[config.mk]
export PLATFORM = sky130hd
export DESIGN_NAME = fetch_unit
export DESIGN_NICKNAME = d
export VERILOG_FILES = /design/src/rtl/mips_pkg.sv /design/src/rtl/next_pc_calc.sv /design/src/rtl/fetch_unit.sv
export SDC_FILE = /design/constraint.sdc
export NUM_CORES = 1
export LEC_CHECK = 0
export CAP_MARGIN = 20
export CORE_MARGIN = 2
export CORE_UTILIZATION = 45
export CTS_BUF_LIST = sky130_fd_sc_hd__clkbuf_8
export CTS_CLUSTER_DIAMETER = 120
export DETAILED_ROUTE_END_ITERATION = 10
export PLACE_DENSITY = 0.78
export SLEW_MARGIN = 20
export SYNTH_ARGS = -nofsm -noshare
export SYNTH_HDL_FRONTEND = slang
export SYNTH_SLANG_ARGS = --single-unit
[constraint.sdc]
create_clock -name clk -period 4.41 [get_ports clk]
set_input_delay 0.882 -clock clk [delete_from_list [all_inputs] [get_ports clk]]
set_output_delay 0.882 -clock clk [all_outputs]
set_load 0.05 [all_outputs]
[src/rtl/mips_pkg.sv]
// Shared MIPS definitions: opcode constants, fetch FSM encoding and default reset PC.
package mips_pkg;

    localparam logic [5:0] OP_R    = 6'd0;
    localparam logic [5:0] OP_J    = 6'd2;
    localparam logic [5:0] OP_BEQ  = 6'd4;
    localparam logic [5:0] OP_ADDI = 6'd8;
    localparam logic [5:0] OP_LW   = 6'd35;
    localparam logic [5:0] OP_SW   = 6'd43;

    localparam logic [31:0] DEFAULT_RESET_PC = 32'h0000_0000;

    typedef enum logic [1:0] {
        BOOT  = 2'd0,
        FETCH = 2'd1,
        EXEC  = 2'd2,
        ERR   = 2'd3
    } fetch_state_t;

endpackage

[src/rtl/next_pc_calc.sv]
// Next-PC selection: jump over taken branch over sequential; all targets word-aligned.
module next_pc_calc
    import mips_pkg::*;
(
    input  logic [31:0] pc_plus4,
    input  logic [31:0] instr,
    input  logic        jump,
    input  logic        pc_src,
    output logic [31:0] next_pc
);

    logic [31:0] jump_target;
    logic [31:0] branch_target;

    // opcode field plays no part in target formation; the decoder already chose jump/pc_src
    wire unused_opcode = &{1'b0, instr[31:26]};

    assign jump_target   = {pc_plus4[31:28], instr[25:0], 2'b00};
    assign branch_target = pc_plus4 + {{14{instr[15]}}, instr[15:0], 2'b00};

    always_comb begin
        next_pc = pc_plus4;
        if (jump)
            next_pc = jump_target;
        else if (pc_src)
            next_pc = branch_target;
    end

endmodule

[src/rtl/fetch_unit.sv]
// Instruction-fetch stage: PC register, req/ack imem fetch FSM with timeout, held instruction.
module fetch_unit
    import mips_pkg::*;
#(
    parameter logic [31:0] RESET_PC = DEFAULT_RESET_PC,
    parameter int unsigned MAX_WAIT = 15
) (
    input  logic        clk,
    input  logic        reset,
    output logic        imem_req,
    output logic [31:0] imem_addr,
    input  logic        imem_ack,
    input  logic [31:0] imem_rdata,
    output logic [31:0] instr,
    output logic [5:0]  opcode,
    output logic [5:0]  funct,
    output logic        instr_valid,
    output logic [31:0] pc,
    output logic [31:0] pc_plus4,
    input  logic        retire,
    input  logic        pc_src,
    input  logic        jump,
    output logic        fetch_err
);

    localparam int CW = $clog2(MAX_WAIT + 1);
    localparam logic [CW-1:0] LAST_WAIT = CW'(MAX_WAIT - 1);

    fetch_state_t  state;
    logic [CW-1:0] wait_cnt;
    logic [31:0]   next_pc;

    assign pc_plus4  = pc + 32'd4;
    assign imem_addr = pc;
    assign opcode    = instr[31:26];
    assign funct     = instr[5:0];

    next_pc_calc u_next_pc (
        .pc_plus4 (pc_plus4),
        .instr    (instr),
        .jump     (jump),
        .pc_src   (pc_src),
        .next_pc  (next_pc)
    );

    always_ff @(posedge clk or posedge reset) begin
        if (reset) begin
            state       <= BOOT;
            pc          <= RESET_PC;
            instr       <= 32'h0;
            instr_valid <= 1'b0;
            imem_req    <= 1'b0;
            fetch_err   <= 1'b0;
            wait_cnt    <= '0;
        end else begin
            case (state)
                BOOT: begin
                    state    <= FETCH;
                    imem_req <= 1'b1;
                end
                FETCH: begin
                    // a late ack in the timeout cycle still wins
                    if (imem_ack) begin
                        instr       <= imem_rdata;
                        wait_cnt    <= '0;
                        imem_req    <= 1'b0;
                        instr_valid <= 1'b1;
                        state       <= EXEC;
                    end else if (wait_cnt == LAST_WAIT) begin
                        imem_req  <= 1'b0;
                        fetch_err <= 1'b1;
                        state     <= ERR;
                    end else begin
                        wait_cnt <= wait_cnt + CW'(1);
                    end
                end
                EXEC: begin
                    if (retire) begin
                        pc          <= next_pc;
                        instr_valid <= 1'b0;
                        imem_req    <= 1'b1;
                        state       <= FETCH;
                    end
                end
                ERR: begin
                    imem_req    <= 1'b0;
                    instr_valid <= 1'b0;
                    fetch_err   <= 1'b1;
                end
                default: state <= ERR;
            endcase
        end
    end

endmodule
==> out/metrics.yaml <==
status: "complete, no violations"
required_ns: 3.53
yosys_warnings: 0
clk_latency_ns: 0.36
crit_chain: "and4_1 -> nand3_1 -> or3_1 -> nor2_2 -> nand2_1 -> nor2_1 -> xor2_1 -> clkdlybuf4s50_1"
synth_area_leaders: "dfrtp_1 31%, ha_1 8.3%, buf_4 6.6%, mux2_2 6.3%, nand2_1 4.7%"
start_util_pct: 45.7
gr-total-overflow: 0
area_delta_synth_final_pct: 33.0
grt_antenna_before_repair: 0
cts_buffers: 9
crit_slowest_cell: "clkdlybuf4s50_1"
cp_slowest_stage_delay_ns: 0.86
crit_arrival_ns: 3.40
diodes: 0
p_sw_uw: 296
min_path_type: "register to register"
synth_async_sr_flop_share_pct: 100
grt_pass1_wl_um: 27000
worstSetupPathType: "register to primary output"
p_seq_share_pct: 54.5
combPwrFrac_pct: 7.8
synth_area_um2: 5720
finalSetupTns_ns: 0
io_pins: 181
worstMarginPinSlew_ns: 0.873
cap_violations: 0
gp_congestion: 0.967
grt_setup_unrepaired: "no"
synthCells: 664
finalNetCount: 867
ys_ff_latch: 71
synthFlopType: "dfrtp_1"
final.period_utilization_pct: 97.0
yosysTopAreaCell: "dfrtp_1"
synth-seq-area-share_pct: 31.1
die_y_um: 117
hold_slack_ns: 0.490
core_region_area_um2: 12500
path_max_fanout: 7
fin_util_pct: 60.8
grt_max_degree: 44
dr.pass1.iters: 5
power.density_nw_per_um2: 157
dieArea_um2: 13600
switching_share_pct: 24.8
final_layout_size_suffix_gt1_share_pct: 10.9
hold_buffers: 0
grt_pass1_vias: 5196
wl_per_cell_um: 17.8
post-cts-setup-buffers: 0
cts_max_level: 3
cts_tree: "built"
final_cell_mix: "171 x clkdlybuf4s50_1, 71 x nand2_1, 67 x dfrtp_1"
route.vias.total: 5456
drc: 0
fin_total_pwr_mw: 1.19
period_needed_ns: 4.28
final_max_slew_viol_count: 0
ys_types: 53
power.share.clock_pct: 37.7
clock-sinks: 71
leakage_nw: 3.56
endpoint_kind: "primary output"
ir_worst_vdd_mv: 0.131
clockBufferDepth: 2
slew_headroom_pct: 41.7
ant_nets: 0
crit_path_start_kind: "register"
initialDrtViolationCount: 498
root_buffer: "clkbuf_8"
avgSynthCellArea_um2: 8.62
track_usage_pct: 25.5
max_freq_ghz: 0.234
synth_edf_count: 0
hold_viol: 0
p_int_uw: 897
port_buffers: 174
placedCellCount: 951
die_w_um: 117
clkTransAtPathRegs_ns: 0.07
final_common_cell: "clkdlybuf4s50_1"
placementRows: 41
finalSetupViolations: 0
totalWireLength_um: 17200
vias_per_cell: 5.66
synth_top_area_share_pct: 31.1
stdcell_count: 964
dpl.hpwl_um: 13200
finClkSkew_ns: 0.0144
==> worst paths after layout <==
check / end / cells past startpoint / slack [ns] / start
hold reg to reg: fetch_err / 1 / 0.49 / fetch_err
max in group asynchronous: state[1] / 3 / 2.44 / reset
setup reg to reg: imem_addr[30] / 15 / 0.32 / imem_addr[3]
setup / recovery: pc_plus4[31] / 8 / 0.13 / imem_addr[16]
hold / removal: fetch_err / 1 / 0.49 / fetch_err
min in group asynchronous: instr[20] / 2 / 1.04 / reset
==> cell type report <==
type	instances	area, um2
Multi-Input combinational cell	508	3580
Clock inverter	3	13.8
Timing Repair Buffer	185	1830
Inverter	15	56.3
Fill cell	1063	4910
Clock buffer	10	138
Tap cell	172	215
Sequential cell	71	1780
==> worst max-delay path, delay by kind of cell (launching register included) <==
| kind | cells | cell delay [ns] |
|---|---|---|
| AND/OR/NAND/NOR | 6 | 1.37 |
| buffers and inverters | 1 | 0.86 |
| flip-flops | 1 | 0.55 |
| XOR/XNOR | 1 | 0.25 |
==> layer usage <==
layer	track usage (%)	share of wire, %
met1	33.9	42
met3	6.59	7.9
met5	0	0
met2	41.4	48
met4	6.90	1.3
==> synthesized netlist by cell type, types with 5 or more instances <==
cell type / number
a21oi_1: 52
and3_1: 5
o31ai_1: 5
clkbuf_1: 22
a31oi_1: 9
nor3_1: 6
buf_4: 50
inv_1: 15
dfrtp_1: 71
and4_1: 7
mux2i_1: 9
o21ai_0: 48
nor2b_1: 6
a21o_1: 15
nand4_1: 6
or3_1: 6
a211oi_1: 7
nand2b_1: 5
o211ai_1: 8
ha_1: 38
nand3_1: 20
o21bai_1: 6
nor2_1: 46
nand2_1: 71
xor2_1: 23
o21a_1: 7
mux2_2: 32
xnor2_1: 25
a22oi_1: 5
==> power groups by stage <==
stage / registers, mW / clock network [mW] / logic [mW]
after floorplan: 0.663 / 0 / 0.0495
after global placement: 0.663 / 0 / 0.0913
after detailed placement: 0.663 / 0 / 0.0930
after CTS: 0.651 / 0.455 / 0.0931
after global routing: 0.650 / 0.486 / 0.102
final: 0.651 / 0.450 / 0.0925
==> through the flow <==
| stage | area [um2] | setup slack [ns] |
|---|---|---|
| finish | 7610 | 0.132 |
| global route | 7610 | 0.00316 |
| CTS | 7600 | 0.0949 |
| detailed placement | 7440 | 0.294 |
| global placement | 7440 | 0.391 |
| floorplan | 5870 | -0.0661 |
==> logic make-up (layout without fill, tap and decap cells) <==
logic type,after synthesis,in the layout,share of synthesized area (%)
compound gates,186,186,20.3
buf+inv,90,213,9.19
xor+xnor,48,48,7.35
mux,41,41,7.87
simple gates,188,188,15.5
other cells,1,6,0.0656
flops,71,71,31.1
fa+ha+maj,39,39,8.66
==> state kept, by name (all words and copies together), names as in the netlist <==
| signal | count |
|---|---|
| instr | 32 |
| imem_addr | 30 |
| wait_cnt | 4 |
| state | 2 |
| fetch_err | 1 |
| imem_req | 1 |
| instr_valid | 1 |
==> repair_timing <==
action	in CTS	in global routing
resized for setup	0	5
endpoints found under the hold margin	0	0
setup endpoints to repair	0	1
Note: power is estimated with default switching activity, not from simulation.
